### config.mk
export PLATFORM = sky130hd
export DESIGN_NAME = reg_scoreboard_flat
export DESIGN_NICKNAME = d
export VERILOG_FILES = /design/src/rtl/reg_scoreboard_if.sv /design/src/rtl/reg_scoreboard.sv /design/src/flat_wrapper.sv
export SDC_FILE = /design/constraint.sdc
export NUM_CORES = 1
export LEC_CHECK = 0
export ABC_CLOCK_PERIOD_IN_PS = 2220
export BUFFER_PORTS_ARGS = -buffer_cell sky130_fd_sc_hd__buf_2
export CORE_ASPECT_RATIO = 1.4
export CORE_UTILIZATION = 50
export DETAILED_ROUTE_END_ITERATION = 10
export MAX_ROUTING_LAYER = met4
export PLACE_DENSITY = 0.72
export SLEW_MARGIN = 5
export SYNTH_ARGS = -nofsm -noshare
export SYNTH_HDL_FRONTEND = slang
export SYNTH_SLANG_ARGS = --single-unit
### constraint.sdc
create_clock -name clk -period 2.22 [get_ports clk]
set_input_delay 0.222 -clock clk [delete_from_list [all_inputs] [get_ports clk]]
set_output_delay 0.222 -clock clk [all_outputs]
set_load 0.005 [all_outputs]
### src/rtl/reg_scoreboard_if.sv
// Decode/issue/writeback signal bundle for the register scoreboard.
// The scoreboard side uses the slave modport and the pipeline side uses the master modport.
interface reg_scoreboard_if #(
  parameter int REG_W    = 3,
  parameter int NUM_REGS = 8
);
  // Handshake: an issue request (issue_valid & issue_wr) is taken on the rising edge
  // only while stall is low and flush is low. A retire (ret_valid) is not
  // back-pressured and completes on the edge where it is presented.
  logic [REG_W-1:0]    rs;
  logic                rs_valid;
  logic [REG_W-1:0]    rt;
  logic                rt_valid;
  logic                issue_valid;
  logic                issue_wr;
  logic [REG_W-1:0]    issue_rd;
  logic                ret_valid;
  logic [REG_W-1:0]    ret_rd;
  logic                flush;
  logic                stall;
  logic [NUM_REGS-1:0] busy;
  logic                err;

  modport master (
    output rs, rs_valid, rt, rt_valid, issue_valid, issue_wr, issue_rd,
           ret_valid, ret_rd, flush,
    input  stall, busy, err
  );

  modport slave (
    input  rs, rs_valid, rt, rt_valid, issue_valid, issue_wr, issue_rd,
           ret_valid, ret_rd, flush,
    output stall, busy, err
  );
endinterface

### src/rtl/reg_scoreboard.sv
// Per-register pending-write counters. Decode gets a stall when a source is still
// being produced or when its destination already has MAX_PEND writes in flight.
module reg_scoreboard #(
  parameter int NUM_REGS = 8,
  parameter int REG_W    = 3,
  parameter int MAX_PEND = 3,
  parameter int CNT_W    = 2
) (
  input  logic              clk,
  input  logic              rst,
  reg_scoreboard_if.slave   sb
);
  localparam logic [CNT_W-1:0] MAX_CNT = CNT_W'(MAX_PEND);

  logic [CNT_W-1:0] count     [NUM_REGS];
  logic [CNT_W-1:0] count_nxt [NUM_REGS];
  logic             err_q;
  logic             err_nxt;
  logic             issue_acc;
  logic             ret_eff;
  logic             stall_int;

  // Stall looks only at registered counts; a retire this cycle does not release it.
  assign stall_int = (sb.rs_valid && (count[sb.rs] != '0)) ||
                     (sb.rt_valid && (count[sb.rt] != '0)) ||
                     (sb.issue_valid && sb.issue_wr && (count[sb.issue_rd] == MAX_CNT));

  assign issue_acc = sb.issue_valid && sb.issue_wr && !stall_int && !sb.flush;
  assign ret_eff   = sb.ret_valid && !sb.flush && (count[sb.ret_rd] != '0);

  assign sb.stall = stall_int;
  assign sb.err   = err_q;

  always_comb begin
    err_nxt = err_q || (sb.ret_valid && !sb.flush && (count[sb.ret_rd] == '0));
    for (int i = 0; i < NUM_REGS; i++) begin
      count_nxt[i] = count[i];
      if (sb.flush) begin
        count_nxt[i] = '0;
      end else begin
        // Issue and retire to the same register cancel out.
        if (issue_acc && (sb.issue_rd == REG_W'(i)) &&
            !(ret_eff && (sb.ret_rd == REG_W'(i)))) begin
          count_nxt[i] = count[i] + 1'b1;
        end else if (ret_eff && (sb.ret_rd == REG_W'(i)) &&
                     !(issue_acc && (sb.issue_rd == REG_W'(i)))) begin
          count_nxt[i] = count[i] - 1'b1;
        end
      end
    end
  end

  always_comb begin
    sb.busy = '0;
    for (int i = 0; i < NUM_REGS; i++) begin
      sb.busy[i] = (count[i] != '0);
    end
  end

  always_ff @(posedge clk or negedge rst) begin
    if (!rst) begin
      for (int i = 0; i < NUM_REGS; i++) begin
        count[i] <= '0;
      end
      err_q <= 1'b0;
    end else begin
      count <= count_nxt;
      err_q <= err_nxt;
    end
  end
endmodule

### src/flat_wrapper.sv
// flat-port wrapper written by rule: the top's interface ports become plain ports
module reg_scoreboard_flat 
#(
  parameter int NUM_REGS = 8,
  parameter int REG_W    = 3,
  parameter int MAX_PEND = 3,
  parameter int CNT_W    = 2
)
  (clk, rst, sb_rs, sb_rs_valid, sb_rt, sb_rt_valid, sb_issue_valid, sb_issue_wr, sb_issue_rd, sb_ret_valid, sb_ret_rd, sb_flush, sb_stall, sb_busy, sb_err);
  reg_scoreboard_if #(.REG_W(REG_W), .NUM_REGS(NUM_REGS)) sb_i ();
  input  logic clk;
  input  logic rst;
  input wire logic [$bits(sb_i.rs)-1:0] sb_rs;
  input wire logic [$bits(sb_i.rs_valid)-1:0] sb_rs_valid;
  input wire logic [$bits(sb_i.rt)-1:0] sb_rt;
  input wire logic [$bits(sb_i.rt_valid)-1:0] sb_rt_valid;
  input wire logic [$bits(sb_i.issue_valid)-1:0] sb_issue_valid;
  input wire logic [$bits(sb_i.issue_wr)-1:0] sb_issue_wr;
  input wire logic [$bits(sb_i.issue_rd)-1:0] sb_issue_rd;
  input wire logic [$bits(sb_i.ret_valid)-1:0] sb_ret_valid;
  input wire logic [$bits(sb_i.ret_rd)-1:0] sb_ret_rd;
  input wire logic [$bits(sb_i.flush)-1:0] sb_flush;
  output wire logic [$bits(sb_i.stall)-1:0] sb_stall;
  output wire logic [$bits(sb_i.busy)-1:0] sb_busy;
  output wire logic [$bits(sb_i.err)-1:0] sb_err;
  assign sb_i.rs = sb_rs;
  assign sb_i.rs_valid = sb_rs_valid;
  assign sb_i.rt = sb_rt;
  assign sb_i.rt_valid = sb_rt_valid;
  assign sb_i.issue_valid = sb_issue_valid;
  assign sb_i.issue_wr = sb_issue_wr;
  assign sb_i.issue_rd = sb_issue_rd;
  assign sb_i.ret_valid = sb_ret_valid;
  assign sb_i.ret_rd = sb_ret_rd;
  assign sb_i.flush = sb_flush;
  assign sb_stall = sb_i.stall;
  assign sb_busy = sb_i.busy;
  assign sb_err = sb_i.err;
  reg_scoreboard #(.NUM_REGS(NUM_REGS), .REG_W(REG_W), .MAX_PEND(MAX_PEND), .CNT_W(CNT_W)) u_core (.clk(clk), .rst(rst), .sb(sb_i));
endmodule
# Yosys cells after proc, flatten, opt, wreduce, memory -nomap -nowiden

Index checks and enable logic that the tools add are counted.

Bits in registers: 17
Output and inout bits: 10
Logic and storage cells: 168

$add $sub $neg: 16
Eq/ne operators: 15
Reduce and logical (&&, ||, !) cells: 84
Bitwise gates (word level): 4
Mux-type cells: 36
$lt $le $gt $ge: 4

Operators by type and width:

| kind                | count |
|---|---|
| $mux 2              | 32 |
| $logic_and 1x1->1   | 41 |
| $bmux 2 s3          | 4 |
| $eq 3x3->1 const B  | 8 |
| $reduce_bool 3->1   | 8 |
| $reduce_bool 2->1   | 11 |
| $logic_not 1->1     | 18 |
| $add 2x1->2 const B | 8 |
| $ge 4x4->1 const B  | 4 |
| $not 3->4           | 4 |
| $sub 2x1->2 const B | 8 |
| $eq 3x2->1 const B  | 4 |
| $eq 3x1->1 const B  | 2 |
| $logic_not 3->1     | 2 |
| $logic_or 1x1->1    | 3 |
| $eq 2x2->1 const B  | 1 |
| $logic_not 2->1     | 1 |

# Logic depth before layout (Yosys ltp)

Gate-level depths: netlist of the first run.

Depth after elaboration: 17
Depth in mapped cells: 7
Mapped depth without buffers: 6

# Worst setup path before layout of the first run

No wires, ideal clock.

Path type: register -> register
Start: reg u_core.count[14] (netlist name)
End: reg u_core.count[2] (netlist name)
Cell stages (with the launch flop): 7
Setup slack: 0.277 ns
Library setup time: 0.066 ns
Arrival: 1.877 ns
Cell sequence: dfrtp_1 or3_1 a21oi_2 a2bb2oi_4 a31oi_1 or4_1 nand2_1

Cells in the longest elaborated chain, start to end: 14
Elaborated cells between the ends (all ways): 34

Ends and longest elaborated chain:

| item                                                 | line                                       | source |
|---|---|---|
| from (decl)                                          | reg_scoreboard.sv:15                       | `logic [CNT_W-1:0] count [NUM_REGS];` |
| from (signal assigned)                               | reg_scoreboard.sv:67                       | `count <= count_nxt;` |
| $bmux 2 s3 (on tied branches)                        | reg_scoreboard.sv:24, reg_scoreboard.sv:25 |  |
| $mux 2 (on tied branches) (2 in series)              | reg_scoreboard.sv:24, reg_scoreboard.sv:25 |  |
| $reduce_bool 2->1 (on tied branches)                 | reg_scoreboard.sv:24, reg_scoreboard.sv:25 |  |
| $logic_and 1x1->1 (on tied branches)                 | reg_scoreboard.sv:24, reg_scoreboard.sv:25 |  |
| $logic_or 1x1->1                                     | reg_scoreboard.sv:24                       | `assign stall_int = (sb.rs_valid && (count[sb.rs] != '0)) \|\|` |
| $logic_or 1x1->1                                     | reg_scoreboard.sv:25                       | `(sb.rt_valid && (count[sb.rt] != '0)) \|\|` |
| $logic_not 1->1                                      | reg_scoreboard.sv:28                       | `assign issue_acc = sb.issue_valid && sb.issue_wr && !stall_int && !sb.flush;` |
| $logic_and 1x1->1 (2 in series)                      | reg_scoreboard.sv:28                       |  |
| $logic_and 1x1->1                                    | reg_scoreboard.sv:42, reg_scoreboard.sv:46 |  |
| $logic_and 1x1->1 or $logic_not 1->1 (tied branches) | reg_scoreboard.sv:42, reg_scoreboard.sv:46 |  |
| $mux 2 or $logic_and 1x1->1 (tied branches)          | reg_scoreboard.sv:42, reg_scoreboard.sv:45 |  |
| $mux 2 or $reduce_bool 3->1 (tied branches)          | -                                          |  |

Several ways; a longest one is shown, not always the timed one. The select of a mux whose other input is x is not followed.
A chain may end at the register's enable or synchronous reset.

# Worst setup path after layout of the first run

Start: reg u_core.count[12] (netlist name)
End: out sb_stall

Cells in the longest elaborated chain, start to end: 7
Elaborated cells between the ends (all ways): 17

Ends and longest elaborated chain:

| item                                    | line                                       | source |
|---|---|---|
| $bmux 2 s3 (on tied branches)           | reg_scoreboard.sv:24, reg_scoreboard.sv:25 |  |
| $mux 2 (on tied branches) (2 in series) | reg_scoreboard.sv:24, reg_scoreboard.sv:25 |  |
| $reduce_bool 2->1 (on tied branches)    | reg_scoreboard.sv:24, reg_scoreboard.sv:25 |  |
| $logic_and 1x1->1 (on tied branches)    | reg_scoreboard.sv:24, reg_scoreboard.sv:25 |  |
| $logic_or 1x1->1                        | reg_scoreboard.sv:24                       |  |
| $logic_or 1x1->1 *                      | reg_scoreboard.sv:25                       |  |
| to (decl)                               | flat_wrapper.sv:23                         | `output wire logic [$bits(sb_i.stall)-1:0] sb_stall;` |

Mark *: on every way between the ends. The rest lies on a longest branch, timed or not. The select of a mux whose other input is x is not followed.

==> results.yml, run 1 <==
cells_and_area:
  drive_gt1_share_pct: 33.33
  diodes: 0
  syn_to_final_growth_pct: 29.05
  fin_nets: 258
  fin_util_pct: 67.03
  nFillCells: 253
timing:
  slew_viol_final: 0
  min_period_ns: 2.188
  tns_ns: 0
  period_share_pct: 98.55
  hold_viol_final: 0
  timing.fmax_mhz: 457.1
  relSlewSlack_pct: 58.86
  timing.hold.ws_ns: 0.3866
  rsz0062_at_grt: "yes"
  fin_skew_ns: 0.001743
  setup_viol: 0
  worstMarginPinSlew_ns: 0.6124
clocking:
  cts-root-buf: "clkbuf_8"
  numCtsBuffers: 3
  cts_tree: "done"
  clockBufferDepth: 2
  clk_latency_ns: 0.25
  path_clk_slew_ns: 0.07
  clock-sinks: 17
  htreeDepth: 1
grt:
  gr-total-overflow: 0
  grt_pass1_vias: 1703
  antenna_found_initial: 0
  grt_max_degree: 18
  grt_pass1_wl_um: 8010
  grt_usage_pct: 31.02
detailed_routing:
  firstDrtPassIters: 7
  wire_per_inst_um: 18.20
  vias: 1810
  postRouteAntennaNets: 0
  drc: 0
  drtIter0Drc: 95
  wirelength_um: 5024
  vias_per_cell: 6.558
synth:
  seq_area_frac_synth_pct: 26.48
  synth_edf_count: 0
  synthesis.area_um2: 1607
  ys_top_cells_by_area: "dfrtp_1, o21ai_0, a2bb2oi_4"
  synth_flop_cell: "dfrtp_1"
  yosys_warnings: 0
  async_reset_ff_share_pct: 100.0
  syn_inst: 195
  synth_top_family_by_area: "simple AND/OR/NAND/NOR gates"
  synth_top_cell_area_share_pct: 26.48
  synth_cell_types: 53
  synth-simple-area-share_pct: 33.72
  synth_largest_area_cell: "dfrtp_1"
  ys_ff_latch: 17
  synth_compound_area_share_pct: 32.17
  synth_fa_ha_area_share_pct: 0
  syn_nets: 215
  syn_avg_cell_area_um2: 8.239
  synthMuxAreaShare_pct: 1.246
  synthXorXnorAreaFrac_pct: 2.181
min_path:
  hold_path_class: "input pin to flip-flop"
setup_path:
  critPathMaxFanout: 8
  path_cells: "or3b_4 > a21oi_4 > o2bb2ai_4 > nor2_1 > buf_4 > o21ai_0 > buf_2"
  slowest_stage: "dfrtp_2"
  critPathCaptureType: "primary output"
  slowest_delay_ns: 0.45
  worstPathArrival_ns: 1.97
  crit_type: "flip-flop to primary output"
  cp.required_ns: 2.00
  startpoint_type: "flip-flop"
power:
  p_leak_uw: 0.0008825
  ir_drop_v: 0.0003519
  p_per_area_nw_per_um2: 373.6
floorplan:
  rows: 24
  ioPinCount: 30
  dieArea_um2: 3447
  core_area_um2: 3093
  die_w_um: 49.91
  start_util_pct: 51.94
  dieHeight_um: 69.07
place:
  place_congestion: 0.9689
  dp_hpwl_um: 3513
  io_buffers: 29
flow_run:
  drv_cap: 0
run_status:
  status: "completed"
worst max-delay path: cells and delay by family (launching register included):
kind	cells	cell delay, ns
buffers and inverters	2	0.31
AO/OA/AOI/OAI	3	0.43
flip-flops	1	0.45
AND/OR/NAND/NOR	2	0.52
what timing repair did:
action | in CTS | in global routing
endpoints found under the hold margin | 17 | 0
resized for setup | 4 | 21
setup endpoints to repair | 1 | 3
hold buffers | 1 | 0
pin swaps | 0 | 7
gates cloned | 0 | 1
setup buffers | 0 | 5
sequential cells by signal, indices dropped and copies added (netlist names):
register and flops:
u_core.sb.err 1, u_core.count 16
layer usage:
metal / vias up / global-route usage (%) / wire length [um] / part of all wire (%)
li1: 846 / - / - / -
met1: 865 / 36.04 / 1863 / 37
met2: 78 / 52.10 / 2744 / 55
met3: 21 / 3.091 / 242 / 4.8
met4: 0 / 15.24 / 174 / 3.5
met5: - / - / 0 / 0
cells in the mapped netlist (all sizes together) (5+ instances only):
library cell,count
a21oi,11
inv,9
nor2,9
dfrtp,17
nand3,8
nand4,6
clkbuf,5
nor2b,8
nor3,11
nand2b,8
o211ai,5
o21ai,11
nand2,12
a31oi,6
cell families after synthesis:
logic type / Yosys count
compound gates: 64
xor+xnor: 4
buf+inv: 17
flops: 17
mux: 2
simple gates: 91
where the power goes:
group          leakage, uW  total (uW)  internal [uW]  switching (uW)
Clock            0.0000228         234            127             106
Combinational     0.000638         221           93.5             127
Sequential        0.000222         320            314            6.16
Total             0.000882         775            535             240
layout by cell type (no fill, tap or decap), drive strengths merged, types with 3 or more instances in the layout:
master / Yosys / layout
buf: 3 / 44
dfrtp: 17 / 17
nand2: 12 / 12
o21ai: 11 / 11
nor3: 11 / 11
a21oi: 11 / 11
inv: 9 / 9
nor2: 9 / 9
nand3: 8 / 8
nand2b: 8 / 8
nor2b: 8 / 8
a31oi: 6 / 6
nand4: 6 / 6
o211ai: 5 / 5
nor3b: 4 / 4
a211o: 4 / 4
and4: 4 / 4
clkbuf: 5 / 4
nor4b: 4 / 4
or2: 4 / 4
o21bai: 3 / 3
xor2: 3 / 3
and3: 3 / 3
a2bb2oi: 2 / 3
through the flow:
step           power [uW]  cells  cell area (um^2)  setup slack, ns
4_1_cts             750.4    271              1929          0.01743
6_report            774.5    276              2073          0.03226
3_5_place_dp        508.2    266              1849          0.09684
5_1_grt             816.7    276              2073         -0.05523
3_3_place_gp        500.9    266              1849           0.1881
2_1_floorplan       434.9    195              1607           0.2773
worst paths after layout:
path | to | depth (start not counted) | slack (ns) | from
setup / recovery | sb_stall | 7 | 0.03 | u_core.count[12]
hold / removal | u_core.sb.err | 4 | 0.39 | sb_flush
setup reg to reg | u_core.count[2] | 7 | 0.08 | u_core.count[8]
hold reg to reg | u_core.sb.err | 1 | 0.48 | u_core.sb.err
max in group asynchronous | u_core.count[10] | 2 | 1.48 | rst
min in group asynchronous | u_core.count[15] | 2 | 0.43 | rst
final cells by class:
type / count / area, um^2 / area share, %
well taps: 39 / 48.80 / 2.354
inverters: 9 / 33.78 / 1.629
repair buffers: 45 / 267.8 / 12.91
multi-input cells: 162 / 1245 / 60.05
clock buffers: 4 / 45.04 / 2.173
flip-flops and latches: 17 / 432.9 / 20.88
No activity file was read; power rests on OpenSTA's default activity.
==> run 2: changes to the inputs <==
==> constraint.sdc (replaced) <==
create_clock -name clk -period 2.22 [get_ports clk]
set_input_delay 0.222 -clock clk [delete_from_list [all_inputs] [get_ports clk]]
set_output_delay 0.222 -clock clk [all_outputs]
set_load 0.1 [all_outputs]
==> run 2 against run 1 <==
Against the previous run:
- the flow now finishes with violations (DRC)
- non-clock buffer count decreased by 5
- setup slack better by 0.057 ns
- fmax is 2.7% higher
- sequential share of layout area up 0.89 points
- count of clock-buffer cells in the layout unchanged
- highest routed layer unchanged
==> results.yml, run 2 (synthesis results as in run 1) <==
cells_and_area:
  diodes: 0
  drive_gt1_share_pct: 28.57
  final_area_um2: 1966
  fin_nets: 252
  largest_register_ffs: 16
  final_cell_mix: "buf_2, dfrtp_1, nand2_1"
  syn_to_final_growth_pct: 22.35
  nFillCells: 264
  regMostFlops: "u_core.count"
  finalNonFillerCells: 270
  final_common_cell: "buf_2"
place:
  dp_hpwl_um: 3540
  placed_area_um2: 1863
  dp_cells: 265
  place_congestion: 0.9264
  io_buffers: 29
timing:
  timing.hold.ws_ns: 0.2097
  setup_viol: 0
  worstMarginPinSlew_ns: 0.6374
  min_period_ns: 2.131
  timing.fmax_mhz: 469.4
  period_share_pct: 95.97
  slew_viol_final: 0
  relSlewSlack_pct: 57.18
  hold_viol_final: 0
  tns_ns: 0
  fin_skew_ns: 0.001842
  rsz0062_at_grt: "no"
detailed_routing:
  wirelength_um: 4692
  drtIter0Drc: 99
  wire_per_inst_um: 17.38
  postRouteAntennaNets: 0
  vias: 1734
  firstDrtPassIters: 8
  drc: 1
  vias_per_cell: 6.422
grt:
  met3_usage_pct: 2.208
  grt_max_degree: 18
  busiest_layer: "met2"
  grt_pass1_wl_um: 7714
  grt_usage_pct: 29.95
  grt_pass1_vias: 1632
  grtUsageMet1_pct: 34.50
  antenna_found_initial: 0
  gr-total-overflow: 0
  use_met2_pct: 53.90
setup_path:
  startpoint_type: "flip-flop"
  slowest_stage: "dfrtp_1"
  critPathCaptureType: "primary output"
  path_cells: "nor2_2 > a311o_1 > o2bb2ai_1 > nor2_2 > o21ai_2 > buf_12"
  cp_num_buf_inv: 1
  path_delay_family: "compound AO/OA/AOI/OAI gates"
  slowest_delay_ns: 0.42
  crit_type: "flip-flop to primary output"
  worstPathArrival_ns: 1.91
  cp.required_ns: 2.00
  critPathMaxFanout: 5
  cp_common_cell: "nor2_2"
floorplan:
  ioPinCount: 30
  start_util_pct: 51.94
  rows: 24
  dieHeight_um: 69.07
  core_area_um2: 3093
  die_w_um: 49.91
  dieArea_um2: 3447
clocking:
  clockBufferDepth: 2
  cts_tree: "done"
  clk_latency_ns: 0.25
  path_clk_slew_ns: 0.07
  numCtsBuffers: 3
  htreeDepth: 1
  post_cts_buffers: 0
  clock-sinks: 17
  cts-root-buf: "clkbuf_8"
power:
  p_leak_uw: 0.0008467
  p_per_area_nw_per_um2: 410.6
  ir_drop_v: 0.0003952
run_status:
  status: "finished with violations"
  violations: "DRC"
flow_run:
  drv_cap: 0
min_path:
  hold_path_class: "input pin to flip-flop"
-- run 2: cell count changes in the layout (fill, tap and decap cells not counted), moves of 2 or more --
cell	before	now
buf_4	15	10
nor4b_4	2	0
nor2_2	1	3
dfrtp_2	6	2
nor2_1	8	6
dfrtp_1	11	15
-- run 2: through the flow --
step / util, % / power, uW / setup WS [ns]
after floorplan: - / 481.4 / -0.007923
after global placement: 60.23 / 558.4 / 0.1703
after detailed placement: 60.23 / 563.7 / 0.1038
after CTS: 62.90 / 802.3 / 0.006891
after global routing: 63.55 / 834.0 / 0.01113
final: 63.55 / 807.2 / 0.08941
-- run 2: final cells by class --
cell class,count,area (um^2),area share [%]
timing repair buffer,40,245.2,12.48
clock buffer,4,45.04,2.292
tap,39,48.80,2.482
inverter,9,33.78,1.719
multi-input combinational,161,1165,59.26
sequential,17,427.9,21.77
-- run 2: path summary, 6_finish.rpt --
path                                   from               end  slack [ns]  cells after the start
setup / recovery            u_core.count[8]          sb_stall        0.09                      6
hold / removal                     sb_flush  u_core.count[15]        0.21                      2
setup reg to reg           u_core.count[12]   u_core.count[2]        0.15                      6
hold reg to reg               u_core.sb.err     u_core.sb.err        0.47                      1
max in group asynchronous               rst  u_core.count[10]        1.48                      2
min in group asynchronous               rst  u_core.count[14]        0.42                      2
-- run 2: report_power, final --
part | switching [uW] | leakage (uW) | total, uW | internal [uW]
Combinational | 161 | 0.000596 | 250 | 88.8
Clock | 111 | 0.0000228 | 238 | 128
Sequential | 5.35 | 0.000228 | 319 | 313
Total | 278 | 0.000847 | 807 | 529
-- run 2: per-layer routing --
| layer | routed length [um] | vias up |
|---|---|---|
| li1 | - | 826 |
| met1 | 1794 | 819 |
| met2 | 2528 | 78 |
| met3 | 276 | 11 |
| met4 | 93 | 0 |
| met5 | 0 | - |
-- run 2: timing repair --
| item | CTS | global route |
|---|---|---|
| hold buffers | 1 | 0 |
| gates resized for setup | 5 | 6 |
| pin swaps | 0 | 0 |
| hold endpoints to repair | 17 | 0 |
| endpoints found under the setup margin | 1 | 1 |
-- run 2: worst register-to-register path: cells and delay by family, from the launching register on --
kind	cells	cell delay [ns]
AO/OA/AOI/OAI	3	0.62
flip-flops	1	0.44
AND/OR/NAND/NOR	3	0.95
